File: config.mk
export PLATFORM = sky130hd
export DESIGN_NAME = gray_counter_ext_flat
export DESIGN_NICKNAME = d
export VERILOG_FILES = /design/src/rtl/gray_counter_ext_if.sv /design/src/rtl/gray_counter_ext.sv /design/src/flat_wrapper.sv
export SDC_FILE = /design/constraint.sdc
export NUM_CORES = 1
export LEC_CHECK = 0
export ABC_AREA = 1
export ABC_CLOCK_PERIOD_IN_PS = 3250
export BUFFER_PORTS_ARGS = -buffer_cell sky130_fd_sc_hd__buf_2
export CAP_MARGIN = 20
export CORE_AREA = 2 2 39 41
export DETAILED_ROUTE_END_ITERATION = 7
export DIE_AREA = 0 0 41 43
export PLACE_DENSITY = 0.7
export SYNTH_ARGS = -nofsm -noshare
export SYNTH_HDL_FRONTEND = slang
export SYNTH_SLANG_ARGS = --single-unit
File: constraint.sdc
create_clock -name Clk -period 3.25 [get_ports Clk]
set_clock_uncertainty 0.15 [all_clocks]
set_input_delay 0.8125 -clock Clk [delete_from_list [all_inputs] [get_ports Clk]]
set_output_delay 0.8125 -clock Clk [all_outputs]
set_load 0.02 [all_outputs]
File: src/rtl/gray_counter_ext_if.sv
// Handshake-free control/status bundle for gray_counter_ext.
// master drives controls and observes count; slave is the counter.
interface gray_counter_ext_if #(
    parameter int WIDTH = 3
);
    logic             En;
    logic             Dir;
    logic             Load;
    logic [WIDTH-1:0] LoadValue;
    logic             ClrFlag;
    logic [WIDTH-1:0] Output;
    logic [WIDTH-1:0] Binary;
    logic             Overflow;
    logic             Underflow;
    logic             Terminal;

    modport master (
        output En,
        output Dir,
        output Load,
        output LoadValue,
        output ClrFlag,
        input  Output,
        input  Binary,
        input  Overflow,
        input  Underflow,
        input  Terminal
    );

    modport slave (
        input  En,
        input  Dir,
        input  Load,
        input  LoadValue,
        input  ClrFlag,
        output Output,
        output Binary,
        output Overflow,
        output Underflow,
        output Terminal
    );
endinterface

File: src/rtl/gray_counter_ext.sv
// Parametrised up/down Gray counter with wrap/saturate,
// Gray-encoded parallel load and sticky end-of-range flags.
module gray_counter_ext #(
    parameter int WIDTH = 3,
    parameter bit WRAP  = 1'b1
) (
    input logic               Clk,
    input logic               Reset,
    gray_counter_ext_if.slave bus
);
    localparam logic [WIDTH-1:0] MAX_VAL = '1;
    localparam logic [WIDTH-1:0] ONE_VAL = WIDTH'(1);

    logic [WIDTH-1:0] r_bin;
    logic [WIDTH-1:0] r_gray;
    logic             r_ovf;
    logic             r_unf;

    logic [WIDTH-1:0] w_load_bin;
    logic [WIDTH-1:0] w_bin_next;
    logic [WIDTH-1:0] w_gray_next;
    logic             w_at_max;
    logic             w_at_zero;
    logic             w_ovf_set;
    logic             w_unf_set;
    logic             w_ovf_next;
    logic             w_unf_next;

    assign w_at_max  = (r_bin == MAX_VAL);
    assign w_at_zero = (r_bin == '0);

    // Gray-to-binary of the load value: prefix XOR from the MSB down.
    always_comb begin
        w_load_bin[WIDTH-1] = bus.LoadValue[WIDTH-1];
        for (int i = WIDTH - 2; i >= 0; i--) begin
            w_load_bin[i] = w_load_bin[i+1] ^ bus.LoadValue[i];
        end
    end

    // Next binary count and end-of-range events; load beats count.
    always_comb begin
        w_bin_next = r_bin;
        w_ovf_set  = 1'b0;
        w_unf_set  = 1'b0;
        if (bus.Load) begin
            w_bin_next = w_load_bin;
        end else if (bus.En) begin
            if (!bus.Dir) begin
                if (w_at_max) begin
                    w_ovf_set = 1'b1;
                    if (WRAP) begin
                        w_bin_next = '0;
                    end
                end else begin
                    w_bin_next = r_bin + ONE_VAL;
                end
            end else begin
                if (w_at_zero) begin
                    w_unf_set = 1'b1;
                    if (WRAP) begin
                        w_bin_next = MAX_VAL;
                    end
                end else begin
                    w_bin_next = r_bin - ONE_VAL;
                end
            end
        end
    end

    // Sticky flags: a set event in the same cycle as a clear wins.
    always_comb begin
        w_ovf_next = w_ovf_set | (r_ovf & ~bus.ClrFlag);
        w_unf_next = w_unf_set | (r_unf & ~bus.ClrFlag);
    end

    // Gray image of the next count, registered alongside it.
    always_comb begin
        w_gray_next = w_bin_next ^ (w_bin_next >> 1);
    end

    // State registers with synchronous reset.
    always_ff @(posedge Clk) begin
        if (Reset) begin
            r_bin  <= '0;
            r_gray <= '0;
            r_ovf  <= 1'b0;
            r_unf  <= 1'b0;
        end else begin
            r_bin  <= w_bin_next;
            r_gray <= w_gray_next;
            r_ovf  <= w_ovf_next;
            r_unf  <= w_unf_next;
        end
    end

    assign bus.Output    = r_gray;
    assign bus.Binary    = r_bin;
    assign bus.Overflow  = r_ovf;
    assign bus.Underflow = r_unf;
    assign bus.Terminal  = (~bus.Dir & w_at_max) | (bus.Dir & w_at_zero);
endmodule

File: src/flat_wrapper.sv
// flat-port wrapper written by rule: the top's interface ports become plain ports
module gray_counter_ext_flat 
#(
    parameter int WIDTH = 3,
    parameter bit WRAP  = 1'b1
)
  (Clk, Reset, bus_En, bus_Dir, bus_Load, bus_LoadValue, bus_ClrFlag, bus_Output, bus_Binary, bus_Overflow, bus_Underflow, bus_Terminal);
  gray_counter_ext_if #(.WIDTH(WIDTH)) bus_i ();
  input logic Clk;
  input logic Reset;
  input wire logic [$bits(bus_i.En)-1:0] bus_En;
  input wire logic [$bits(bus_i.Dir)-1:0] bus_Dir;
  input wire logic [$bits(bus_i.Load)-1:0] bus_Load;
  input wire logic [$bits(bus_i.LoadValue)-1:0] bus_LoadValue;
  input wire logic [$bits(bus_i.ClrFlag)-1:0] bus_ClrFlag;
  output wire logic [$bits(bus_i.Output)-1:0] bus_Output;
  output wire logic [$bits(bus_i.Binary)-1:0] bus_Binary;
  output wire logic [$bits(bus_i.Overflow)-1:0] bus_Overflow;
  output wire logic [$bits(bus_i.Underflow)-1:0] bus_Underflow;
  output wire logic [$bits(bus_i.Terminal)-1:0] bus_Terminal;
  assign bus_i.En = bus_En;
  assign bus_i.Dir = bus_Dir;
  assign bus_i.Load = bus_Load;
  assign bus_i.LoadValue = bus_LoadValue;
  assign bus_i.ClrFlag = bus_ClrFlag;
  assign bus_Output = bus_i.Output;
  assign bus_Binary = bus_i.Binary;
  assign bus_Overflow = bus_i.Overflow;
  assign bus_Underflow = bus_i.Underflow;
  assign bus_Terminal = bus_i.Terminal;
  gray_counter_ext #(.WIDTH(WIDTH), .WRAP(WRAP)) u_core (.Clk(Clk), .Reset(Reset), .bus(bus_i));
endmodule
==> flow_summary_export.csv, run 1 <==
group,metric,value,unit
status,outcome,"complete, no violations",
floorplanning,ioPinCount,18,
global_route,grt_usage,14.90,%
clock_tree,cts.root.buffer_cell,"clkbuf_4",
sta,hold_violations,0,
job,drv_cap,0,
synth,syn_nets,98,
detailed_routing,vias,530,
detailed_routing,wl_per_cell,8.567,um
detailed_routing,drt-total-wl,1028,um
clock_tree,numCtsBuffers,3,
sta,final_max_slew_viol_count,0,
clock_tree,cts_tree,"built",
global_route,grt_max_degree,10,
final_layout,syn_to_final_growth,21.08,%
min_path,min-delay-path-class,"flip-flop to flip-flop",
setup_path,required,2.29,ns
floorplanning,die_area,1763,sq um
power_and_ir_drop,p_leak,0.0003834,uW
final_layout,antenna_cells,0,
place,hpwl,885.2,um
detailed_routing,viasPerCell,4.417,
synth,synth_seq_area_share,26.23,%
global_route,grt_pass1_vias,459,
sta,fin_crit_sh,69.56,%
clock_tree,clkSlewWorstSetupHoldPaths,0.05,ns
power_and_ir_drop,ir_drop,216.1,uV
global_route,grt_overflow_total,0,
setup_path,crit_arrival,1.30,ns
floorplanning,initial_core_util,38.61,%
place,dp.cells,116,
clock_tree,clkLatencyLatePin,0.25,ns
clock_tree,clock_path_buffers,2,
clock_tree,cts_max_level,1,
setup_path,critPathKind,"input pin to output port",
clock_tree,cts_sinks,7,
clock_tree,cts_resized,0,
floorplanning,die_width,41,um
global_route,grt_pass1_wl,1752,um
global_route,antenna_found_initial,0,
sta,clock.fmax,442.3,MHz
sta,whs,0.3145,ns
final_layout,stdcell_count,120,
sta,setup_viol,0,
sta,fin_crit,2.261,ns
sta,setup_tns,0,ns
synth,synth_area_per_cell,6.285,sq um
setup_path,end_kind,"output port",
detailed_routing,drt-initial-drc-count,4,
synth,ys_warn_count,0,
clock_tree,cts_hold_buf,0,
final_layout,seqCellArea,140.1,sq um
final_layout,fillCellCount,154,
place,place.gp.congestion,0.7338,
sta,rsz0062_at_grt,"no",
synth,synth-seq-cells,7,
sta,tightest_slew,0.2260,ns
clock_tree,cts_setup_buffers,0,
final_layout,multi_input_area,317.8,sq um
floorplanning,row_count,14,
synth,synthCells,85,
sta,max-slew-margin-rel,84.91,%
detailed_routing,drc,0,
detailed_routing,drt-pass1-iter-count,3,
setup_path,crit_path_start_kind,"input pin",
floorplanning,dieHeight,43,um
final_layout,final_layout_size_suffix_gt1_share,27.88,%
power_and_ir_drop,power_density,388.7,nW/um^2
floorplanning,placeableCoreArea,1384,sq um
synth,synthDistinctLibCells,18,
place,port_buffers,17,
synth,synthesis.area,534.3,sq um
setup_path,worstPathMaxFanout,5,
final_layout,fin_nets,118,
detailed_routing,ant_nets,0,
## path summary, 6_finish.rpt
check / start / endpoint / slack (ns) / depth (start not counted)
setup / recovery: bus_Dir / bus_Terminal / 0.99 / 5
hold / removal: u_core.bus.Overflow / u_core.bus.Overflow / 0.31 / 2
hold reg to reg: u_core.bus.Overflow / u_core.bus.Overflow / 0.31 / 2
setup reg to reg: u_core.bus.Binary[0] / u_core.bus.Output[1] / 1.70 / 10
## registers in the layout, indices dropped and copies added, names as in the netlist
register              cells
u_core.bus.Binary         2
u_core.bus.Overflow       1
u_core.bus.Output         3
u_core.bus.Underflow      1
## report_power, final
part | internal, uW | switching, uW | leakage [uW]
Clock | 46.7 | 29.2 | 0.0000150
Sequential | 92.8 | 4.59 | 0.0000577
Combinational | 29.2 | 49.0 | 0.000311
## synthesized netlist by cell type
cell type | instances | area, sq um
inv_2 | 1 | 3.750
nand3_2 | 2 | 20.02
nand2_1 | 30 | 112.6
clkinv_2 | 1 | 5.000
nor3_1 | 1 | 5.000
dfxtp_1 | 7 | 140.1
a21oi_2 | 2 | 17.52
o21a_2 | 1 | 8.760
a21oi_1 | 2 | 10.01
buf_6 | 1 | 11.26
xnor2_1 | 1 | 8.760
inv_1 | 13 | 48.80
nand3_1 | 6 | 30.03
nor2_4 | 1 | 11.26
buf_4 | 1 | 7.510
nor2_1 | 10 | 37.54
ha_1 | 4 | 50.05
nand2_2 | 1 | 6.260
## critical path, stage by stage
cell and delay [ns]:
buf_2 0.14, inv_2 0.07, nand2_1 0.06, nand2_1 0.06, buf_2 0.15
## layout by cell type (no fill, tap or decap), drive strengths merged
cell / n
nor2: 11
clkbuf: 4
ha: 4
a21oi: 4
nand3: 8
o21a: 1
nor3: 1
dfxtp: 7
xnor2: 1
nand2: 31
clkinv: 1
buf: 17
inv: 14
## metal layers
| layer | vias to the layer above | GRT usage (%) | share of wire, % |
|---|---|---|---|
| met4 | 0 | 8.000 | 0 |
| met3 | 0 | 6.283 | 5.1 |
| met2 | 13 | 21.25 | 50 |
| met1 | 221 | 18.18 | 45 |
| met5 | - | 0 | 0 |
| li1 | 296 | - | - |
## metrics by stage
stage	utilization, %	cell area, sq um	setup slack [ns]	power (uW)
after global routing	46.75	646.9	0.9228	272.4
after detailed placement	44.85	620.6	0.9902	178.3
after floorplan	-	534.3	1.210	156.8
after CTS	46.75	646.9	0.9890	256.0
final	46.75	646.9	0.9893	251.4
after global placement	44.85	620.6	1.009	176.9
## layout make-up
type	count	area share [%]
inverter	15	8.897
sequential	7	21.66
multi-input combinational	61	49.13
timing repair buffer	17	13.15
tap	16	3.095
clock buffer	4	4.062
## kinds of logic after synthesis
| logic type | after synthesis | synth area share, % |
|---|---|---|
| flops | 7 | 26.23 |
| buf+inv | 17 | 14.29 |
| xor+xnor | 1 | 1.640 |
| compound gates | 5 | 6.793 |
| fa+ha+maj | 4 | 9.368 |
| simple gates | 51 | 41.69 |
No activity file was read; power rests on OpenSTA's default activity.
==> run 2, diff against run 1 <==
ABC_CLOCK_PERIOD_IN_PS = 1900   (was 3250)
PLACE_DENSITY = 0.73   (was 0.7)
clock period = 1.9 ns   (was 3.25 ns; I/O delays follow)
==> run 2 against run 1 <==
Compared with the run above:
- hold slack worse by 0.0028 ns
- global-route usage down 1.0 points
- total power up 74%
- register-to-register slack worse by 1.3 ns
- via count down 0.94%
- critical endpoint unchanged
- highest routed layer unchanged
==> flow_summary_export.csv, run 2 (synthesis results as in run 1) <==
group,metric,value,unit
status,outcome,"complete, no violations",
setup_path,reg2reg_from,"u_core.bus.Binary[0]",
final_layout,fin_area,656.9,sq um
power_and_ir_drop,power.switching,147.0,uW
floorplanning,row_count,14,
floorplanning,die_width,41,um
clock_tree,cts_max_level,1,
power_and_ir_drop,internal-power,291.6,uW
global_route,grt_max_degree,10,
setup_path,r2r_slack,0.41,ns
clock_tree,cts_hold_buf,0,
final_layout,fin_nets,118,
final_layout,final_layout_size_suffix_gt1_share,32.69,%
detailed_routing,vias,525,
floorplanning,die_area,1763,sq um
clock_tree,clkSlewWorstSetupHoldPaths,0.05,ns
final_layout,final_common_cell,"nand2_1",
global_route,grt_usage,13.90,%
final_layout,most-common-layout-cells,"nand2_1, buf_2, inv_1",
setup_path,crit_path_start_kind,"flip-flop",
power_and_ir_drop,p_clk_share,30.2,%
clock_tree,cts_sinks,7,
sta,final_max_slew_viol_count,0,
power_and_ir_drop,total_power,438.7,uW
power_and_ir_drop,pwr-share-comb,31.4,%
detailed_routing,viasPerCell,4.375,
sta,fin_crit,1.846,ns
setup_path,crit_arrival,1.22,ns
final_layout,syn_to_final_growth,22.95,%
final_layout,antenna_cells,0,
sta,setup_viol,0,
power_and_ir_drop,ir_drop,341.7,uV
floorplanning,ioPinCount,18,
sta,tightest_slew,0.2172,ns
floorplanning,dieHeight,43,um
clock_tree,cts.root.buffer_cell,"clkbuf_4",
setup_path,reg2reg_depth,10,
power_and_ir_drop,p_leak,0.0003799,uW
clock_tree,cts_setup_buffers,0,
final_layout,post-route-util,47.47,%
detailed_routing,ant_nets,0,
detailed_routing,drt-initial-drc-count,12,
place,place.gp.congestion,0.7453,
min_path,min-delay-path-class,"input pin to flip-flop",
sta,fin_crit_sh,97.16,%
sta,clock.fmax,541.7,MHz
global_route,grt_pass1_wl,1704,um
power_and_ir_drop,pwr-share-seq,38.4,%
setup_path,required,1.27,ns
global_route,grt_overflow_total,0,
setup_path,end_kind,"output port",
detailed_routing,drc,0,
floorplanning,placeableCoreArea,1384,sq um
place,port_buffers,17,
setup_path,critPathKind,"flip-flop to output port",
global_route,grt_pass1_vias,457,
global_route,antenna_found_initial,0,
clock_tree,cts_tree,"built",
floorplanning,initial_core_util,38.61,%
sta,setup_tns,0,ns
detailed_routing,drt-total-wl,1104,um
place,hpwl,878.2,um
clock_tree,clock_path_buffers,2,
final_layout,largest_reg_flops,3,
detailed_routing,drt-pass1-iter-count,4,
power_and_ir_drop,p_sw_share,33.51,%
setup_path,worstPathMaxFanout,4,
detailed_routing,wl_per_cell,9.200,um
clock_tree,numCtsBuffers,3,
job,drv_cap,0,
min_path,whs_endpoint,"u_core.bus.Binary[0]",
place,place_area,620.6,sq um
clock_tree,clkLatencyLatePin,0.24,ns
min_path,hp-start,"Reset",
sta,rsz0062_at_grt,"no",
setup_path,rr_endpoint,"u_core.bus.Output[0]",
sta,max-slew-margin-rel,85.50,%
sta,hold_violations,0,
min_path,whs_path_depth,2,
power_and_ir_drop,power_density,667.8,nW/um^2
[run 2: cell types whose count changed in the layout (fill, tap and decap cells not counted)]
| cell | change |
|---|---|
| inv_1 | -1 |
| inv_2 | +1 |
| dfxtp_1 | -2 |
| ha_1 | -2 |
| buf_2 | -1 |
| ha_2 | +2 |
| buf_4 | +1 |
| dfxtp_2 | +2 |
[run 2: worst max path at each step]
stage | from | endpoint | slack, ns | cells past startpoint
after detailed placement | u_core.bus.Binary[0] | bus_Terminal | 0.26 | 5
after CTS | u_core.bus.Binary[0] | bus_Terminal | 0.006 | 5
after floorplan | u_core.bus.Binary[0] | bus_Terminal | 0.22 | 4
final | u_core.bus.Binary[0] | bus_Terminal | 0.05 | 5
after global routing | u_core.bus.Binary[0] | bus_Terminal | 0.002 | 5
after global placement | u_core.bus.Binary[1] | bus_Terminal | 0.30 | 5
[run 2: layout make-up]
type / count / area, sq um
clock buffer: 4 / 26.28
sequential: 7 / 142.6
inverter: 15 / 57.56
fill: 154 / 726.9
tap: 16 / 20.02
timing repair buffer: 17 / 87.58
multi-input combinational: 61 / 322.8
[run 2: metrics by stage]
stage               hold slack, ns  cells  setup WS (ns)
floorplan                   0.3840     85         0.2153
global placement            0.3047    116         0.3021
detailed placement          0.3138    116         0.2585
CTS                         0.3055    120       0.006394
global route                0.3174    120       0.001666
finish                      0.3117    120        0.05392
[run 2: worst max-delay path: stages (launching register included)]
cell,delay [ns]
dfxtp_2,0.34
ha_1,0.20
ha_2,0.17
nand2_1,0.07
nand2_1,0.05
buf_4,0.15
[run 2: power groups by stage]
stage	logic, uW	clock network (uW)	registers, uW
after floorplan	84.9	0	183
after global placement	132	0	169
after detailed placement	135	0	170
after CTS	136	138	168
after global routing	155	146	170
final	138	132	169
[run 2: routing by layer]
layer | track usage, % | up-vias | share of wire, %
met5 | 0 | - | 0
li1 | - | 292 | -
met4 | 4.000 | 0 | 0
met3 | 4.712 | 0 | 3.2
met2 | 22.19 | 12 | 51
met1 | 16.88 | 221 | 46
[run 2: what timing repair did]
action,CTS,global route
hold endpoints to repair,0,0
gates resized for setup,2,4
endpoints found under the setup margin,1,1
pin swaps,0,1
